[src/rtl/btb_next_pc_pkg.sv]
// Shared IF-stage definitions: instruction size, reset PC, predictor state
// encodings and the BTB entry layout for the default geometry.
package btb_next_pc_pkg;

    localparam int unsigned INSTR_BYTES         = 4;
    localparam logic [31:0] RESET_PC_DEFAULT    = 32'h0000_0000;
    localparam int unsigned XLEN_DEFAULT        = 32;
    localparam int unsigned BTB_ENTRIES_DEFAULT = 16;
    localparam int unsigned BTB_TAG_W_DEFAULT   =
        XLEN_DEFAULT - $clog2(BTB_ENTRIES_DEFAULT) - 2;

    // Encodings of the 2-bit saturating predictor that consumes `branch`.
    typedef enum logic [1:0] {
        PRED_STRONG_NT = 2'b00,
        PRED_WEAK_NT   = 2'b01,
        PRED_WEAK_T    = 2'b10,
        PRED_STRONG_T  = 2'b11
    } pred_state_e;

    typedef struct packed {
        logic                         valid;
        logic [BTB_TAG_W_DEFAULT-1:0] tag;
        logic [XLEN_DEFAULT-1:0]      target;
    } btb_entry_t;

endpackage

[src/rtl/btb_table.sv]
// Direct-mapped BTB storage: async-cleared valid bits, one combinational read
// port (old contents on same-cycle write) and one synchronous write port.
module btb_table
    import btb_next_pc_pkg::*;
#(
    parameter int unsigned XLEN        = XLEN_DEFAULT,
    parameter int unsigned BTB_ENTRIES = BTB_ENTRIES_DEFAULT,
    parameter int unsigned IDXW        = $clog2(BTB_ENTRIES),
    parameter int unsigned TAGW        = XLEN - IDXW - 2
) (
    input  logic            clk,
    input  logic            rst,
    input  logic [IDXW-1:0] rd_idx_i,
    input  logic [TAGW-1:0] rd_tag_i,
    output logic            rd_hit_o,
    output logic [XLEN-1:0] rd_target_o,
    input  logic            wr_en_i,
    input  logic [IDXW-1:0] wr_idx_i,
    input  logic [TAGW-1:0] wr_tag_i,
    input  logic [XLEN-1:0] wr_target_i
);

    logic [BTB_ENTRIES-1:0] valid_q;
    logic [TAGW-1:0]        tag_q    [BTB_ENTRIES];
    logic [XLEN-1:0]        target_q [BTB_ENTRIES];

    // NOTE: sequential state uses non-blocking assignments so every register
    // samples pre-edge values; that is also what makes a same-cycle lookup
    // see the old entry.
    always_ff @(posedge clk or posedge rst) begin
        if (rst) begin
            valid_q <= '0;
        end else if (wr_en_i) begin
            valid_q[wr_idx_i] <= 1'b1;
        end
    end

    // NOTE: only the valid bits are reset; tag/target arrays stay plain RAM
    // because a cleared valid bit already masks whatever they hold.
    always_ff @(posedge clk) begin
        if (wr_en_i) begin
            tag_q[wr_idx_i]    <= wr_tag_i;
            target_q[wr_idx_i] <= wr_target_i;
        end
    end

    assign rd_hit_o    = valid_q[rd_idx_i] && (tag_q[rd_idx_i] == rd_tag_i);
    assign rd_target_o = rd_hit_o ? target_q[rd_idx_i] : '0;

endmodule

[src/rtl/btb_next_pc.sv]
// IF-stage next-PC generator: fetch PC register, BTB lookup and next-PC mux.
// Optional hit/redirect counters are enabled by defining BTB_STATS_EN.
module btb_next_pc
    import btb_next_pc_pkg::*;
#(
    parameter int unsigned XLEN        = XLEN_DEFAULT,
    parameter int unsigned BTB_ENTRIES = BTB_ENTRIES_DEFAULT,
    parameter logic [XLEN-1:0] RESET_PC = XLEN'(RESET_PC_DEFAULT)
) (
    input  logic            clk,
    input  logic            rst,
    input  logic            stall_if,
    input  logic            predict_taken,
    input  logic            ex_branch,
    input  logic            ex_taken,
    input  logic [XLEN-1:0] ex_pc,
    input  logic [XLEN-1:0] ex_target,
    input  logic            ex_redirect,
    input  logic [XLEN-1:0] ex_redirect_pc,
    output logic [XLEN-1:0] pc,
    output logic            branch,
    output logic [XLEN-1:0] pred_target,
    output logic            pred_taken_pc
`ifdef BTB_STATS_EN
    ,
    output logic [31:0]     stat_hits,
    output logic [31:0]     stat_redirects
`endif
);

    localparam int unsigned IDXW = $clog2(BTB_ENTRIES);
    localparam int unsigned TAGW = XLEN - IDXW - 2;

    logic [XLEN-1:0] pc_q, pc_d;
    logic            hit;
    logic [XLEN-1:0] hit_target;
    logic            take_pred;

    // Byte offset within a word never reaches the BTB.
    logic [1:0] unused_ex_pc_lsbs;
    assign unused_ex_pc_lsbs = ex_pc[1:0];

    btb_table #(
        .XLEN        (XLEN),
        .BTB_ENTRIES (BTB_ENTRIES)
    ) u_btb_table (
        .clk         (clk),
        .rst         (rst),
        .rd_idx_i    (pc_q[IDXW+1:2]),
        .rd_tag_i    (pc_q[XLEN-1:IDXW+2]),
        .rd_hit_o    (hit),
        .rd_target_o (hit_target),
        .wr_en_i     (ex_branch && ex_taken),
        .wr_idx_i    (ex_pc[IDXW+1:2]),
        .wr_tag_i    (ex_pc[XLEN-1:IDXW+2]),
        .wr_target_i (ex_target)
    );

    assign take_pred = !ex_redirect && !stall_if && hit && predict_taken;

    // NOTE: every always_comb output gets a default first so no path can
    // leave it unassigned and infer a latch.
    always_comb begin
        pc_d = pc_q + XLEN'(INSTR_BYTES);
        if (ex_redirect) begin
            pc_d = ex_redirect_pc;
        end else if (stall_if) begin
            pc_d = pc_q;
        end else if (take_pred) begin
            pc_d = hit_target;
        end
    end

    always_ff @(posedge clk or posedge rst) begin
        if (rst) begin
            pc_q <= RESET_PC;
        end else begin
            pc_q <= pc_d;
        end
    end

    assign pc            = pc_q;
    assign branch        = hit;
    assign pred_target   = hit_target;
    assign pred_taken_pc = take_pred;

`ifdef BTB_STATS_EN
    logic [31:0] stat_hits_q, stat_redirects_q;

    // Saturating counters: hold at all-ones instead of wrapping.
    always_ff @(posedge clk or posedge rst) begin
        if (rst) begin
            stat_hits_q      <= '0;
            stat_redirects_q <= '0;
        end else begin
            if (hit && !stall_if && (stat_hits_q != '1)) begin
                stat_hits_q <= stat_hits_q + 32'd1;
            end
            if (ex_redirect && (stat_redirects_q != '1)) begin
                stat_redirects_q <= stat_redirects_q + 32'd1;
            end
        end
    end

    assign stat_hits      = stat_hits_q;
    assign stat_redirects = stat_redirects_q;
`endif

endmodule

[config.mk]
export PLATFORM = sky130hd
export DESIGN_NAME = btb_next_pc
export DESIGN_NICKNAME = d
export VERILOG_FILES = /design/src/rtl/btb_next_pc_pkg.sv /design/src/rtl/btb_table.sv /design/src/rtl/btb_next_pc.sv
export SDC_FILE = /design/constraint.sdc
export NUM_CORES = 1
export LEC_CHECK = 0
export BUFFER_PORTS_ARGS = -buffer_cell sky130_fd_sc_hd__buf_2
export CORE_MARGIN = 3
export CORE_UTILIZATION = 61
export DETAILED_ROUTE_END_ITERATION = 6
export PLACE_DENSITY = 0.78
export SYNTH_ARGS = -nofsm -noshare
export SYNTH_HDL_FRONTEND = slang
export SYNTH_SLANG_ARGS = --single-unit
[constraint.sdc]
create_clock -name clk -period 6.2 [get_ports clk]
set_input_delay 1.55 -clock clk [delete_from_list [all_inputs] [get_ports clk]]
set_output_delay 1.55 -clock clk [all_outputs]
set_load 0.03 [all_outputs]
==> results.cfg <==
[pwr]
swShare_pct = 23.1
netSwitchingPower_uw = 3310
leakage_uw = 0.0146
seqPwrFrac_pct = 52.0
power_density_nw_per_um2 = 328
pwr-share-clk_pct = 37.5
p_int_uw = 11000
ir_worst_vdd_uv = 238
share_comb_of_total_power_pct = 10.5

[sta]
slew_headroom_pct = 24.0
setup_viol = 0
final_hold_viol_count = 0
fmaxAchievable_mhz = 163
period_share_pct = 98.7
slew_violations = 0
worstMarginPinSlew_ns = 1.14
min_period_ns = 6.12
rsz0062_at_grt = false
worst_hold_slack_ns = 0.469
fin_skew_ns = 0.0198
setup-tns-final_ns = 0

[global_routing]
grt_max_degree = 112
grt_overflow = 0
grt_pass1_vias = 20680
antenna_found_initial = 13
grt_pass1_wl_um = 142000
grt.total_usage_pct = 30.0

[route]
wire_per_inst_um = 33.1
viasPerCell = 6.82
antenna_left = 0
drt-total-wl_um = 97900
first_pass_iters = 7
drc = 0
vias = 20174
initialDrtViolationCount = 2464

[synthesis]
synth.avg_cell_area_sq_um = 21.2
synth-edff-count = 928
ys_types = 51
yosysWarningCount = 0
netlist_instances = 1824
ys_seq_area_share_pct = 75.0
synthArstFlopShare_pct = 4.92
synth_top_flop_cell = edfxtp_1
synth_top_area_share_pct = 71.9
synth-seq-cells = 976
synthesis.area_sq_um = 38700
synth_top_cells_by_area = edfxtp_1 72%, mux4_2 15%, dfrtp_1 3.1%, mux2i_1 2.1%, xnor2_1 1.1%
yosysTopAreaCell = edfxtp_1
synth_nets = 1928

[cells_and_area]
fin_nets = 2146
fill_cells = 3601
layout-drive-gt1-share_pct = 31.4
syn_to_final_growth_pct = 13.0

[setup_path]
reg2regPathDepth = 12
r2r_end = pc[24]
r2r_start = pc[4]
cp_slowest_stage_delay_ns = 0.68
critPathKind = reg2out
cp_max_fo = 36
crit_path_end_kind = output pin
slowest_stage = dfrtp_4
required_ns = 4.65
path_cells = buf_12 -> and2_1 -> a221o_1 -> o221ai_1 -> o21ai_0 -> or4_1 -> nor4_4 -> buf_4 -> and3_1 -> buf_2
cp_data_arrival_time_ns = 4.57
r2r_slack_ns = 1.49
cp-start-kind = register

[hold_path]
min_to = u_btb_table.valid_q[5]
hold_class = reg2reg
worstHoldStart = u_btb_table.valid_q[5]
min_path_cells = 1

[floorplanning]
die_y_um = 258
die_w_um = 258
dieArea_sq_um = 66600
io_pins = 169
row_count = 91
coreArea_sq_um = 62300
initial_utilization_pct = 62.2

[clocking]
path_clk_slew_ns = 0.06
h-tree-depth = 3
cts_root_buf = clkbuf_16
cts_tree = done
clock_sinks = 976
insertion_delay_ns = 0.65
ctsHoldBuffers = 0
cts_inserted_buffers = 92
clockBufferDepth = 3

[place]
finalWeightedCongestion = 0.862
port_buffers = 166
dp_hpwl_um = 54000

[run_status]
status = finished clean

[flow_run]
cap_violations = 0
sequential cells by signal, summed over array words and instances, names as in the netlist:
signal,count
u_btb_table.target_q,512
u_btb_table.tag_q,416
pc,32
u_btb_table.valid_q,16
metal layers:
layer / up-vias / wire length (um) / GRT usage [%]
met4: 12 / 4180 / 12.4
met3: 252 / 11100 / 7.85
met5: - / 78 / 0
li1: 8017 / - / -
met2: 1388 / 47200 / 46.5
met1: 10505 / 35300 / 41.5
critical path, delay by kind of cell, from the launching register on:
family	cells	cell delay, ns
AND/OR/NAND/NOR	4	1.49
buffers and inverters	3	0.90
AO/OA/AOI/OAI	3	0.81
flip-flops	1	0.68
worst max-delay path by stage:
stage                from         endpoint  slack, ns  depth (start not counted)
floorplan           pc[2]  pred_target[10]       1.02                         12
global placement    pc[3]   pred_target[6]       0.54                         11
detailed placement  pc[3]   pred_target[5]       0.50                         11
CTS                 pc[2]   pred_target[5]      0.002                         11
global route        pc[4]   pred_target[5]       0.01                         10
finish              pc[4]   pred_target[5]       0.08                         10
cells by family (layout without fill, tap and decap cells):
family          count (synthesis)  count (layout)  share of synthesized area, %
simple gates                  242             242                          3.20
compound gates                 76              76                          1.56
buf+inv                       124             414                          1.59
xor+xnor                       62              62                          1.40
mux                           343             343                          17.2
flops                         976             976                          75.0
fa+ha+maj                       1               1                        0.0323
other cells                     0               7                             0
power by group through the flow:
| stage | registers, uW | logic, uW | clock network [uW] |
|---|---|---|---|
| global route | 7470 | 1580 | 5700 |
| finish | 7460 | 1500 | 5380 |
| global placement | 7610 | 1400 | 0 |
| CTS | 7460 | 1490 | 5440 |
| detailed placement | 7620 | 1430 | 0 |
| floorplan | 7560 | 963 | 0 |
placed cells by master, fill, tap and decap left out, drive strengths merged, types with 8 or more instances in the layout:
master / Yosys / layout
edfxtp: 928 / 928
mux4: 258 / 258
buf: 59 / 234
clkbuf: 51 / 124
mux2i: 81 / 81
nand2: 76 / 76
xnor2: 49 / 49
dfrtp: 48 / 48
nor2: 38 / 38
clkinv: 0 / 36
and3: 33 / 33
o221ai: 25 / 25
nand3: 20 / 20
or2: 19 / 19
nand4: 17 / 17
inv: 14 / 14
xor2: 13 / 13
nor3: 12 / 12
a21oi: 11 / 11
o22ai: 9 / 9
a221oi: 8 / 8
cell usage after synthesis (2+ instances only):
library cell / count
a22o_1: 5
buf_2: 28
nor2_1: 38
buf_1: 13
a221oi_2: 2
clkbuf_1: 51
and3_1: 33
a221o_1: 2
and2_1: 5
nor4_4: 2
o221ai_1: 25
o22ai_1: 9
nor3b_1: 2
a221oi_1: 6
a21oi_1: 11
mux2i_1: 81
dfrtp_1: 48
mux2_2: 3
nand4_1: 17
xnor2_1: 49
and4_1: 3
nand2b_1: 4
o21ai_0: 4
nand2_1: 76
buf_4: 9
nor2b_1: 5
or3_1: 2
edfxtp_1: 928
buf_6: 7
xor2_1: 13
mux4_2: 258
or2_2: 19
nand3_1: 20
inv_1: 14
o211ai_1: 5
nor3_1: 12
area by class of cell:
type / count / area (sq um) / share of cell area, %
Timing Repair Buffer: 234 / 1540 / 3.51
Clock inverter: 42 / 325 / 0.743
Inverter: 14 / 53.8 / 0.123
Clock buffer: 124 / 2520 / 5.75
Multi-Input combinational cell: 724 / 9200 / 21.0
Antenna cell: 7 / 17.5 / 0.0400
Tap cell: 837 / 1050 / 2.39
Sequential cell: 976 / 29100 / 66.4
per-stage QoR:
step	worst slack [ns]	util [%]	std cells	total power, uW	cell area [sq um]
final	0.0783	70.3	2958	14300	43800
after floorplan	1.02	-	1824	8520	38800
after global placement	0.545	65.6	2779	9000	40800
after global routing	0.0150	70.3	2953	14700	43800
after detailed placement	0.502	65.6	2779	9050	40800
after CTS	0.00171	70.2	2948	14400	43700
what timing repair did:
item	CTS	global route
endpoints found under the setup margin	32	28
gates resized for setup	0	1
endpoints found under the hold margin	0	0
setup buffers	3	3
(Power assumes the default switching activity.)
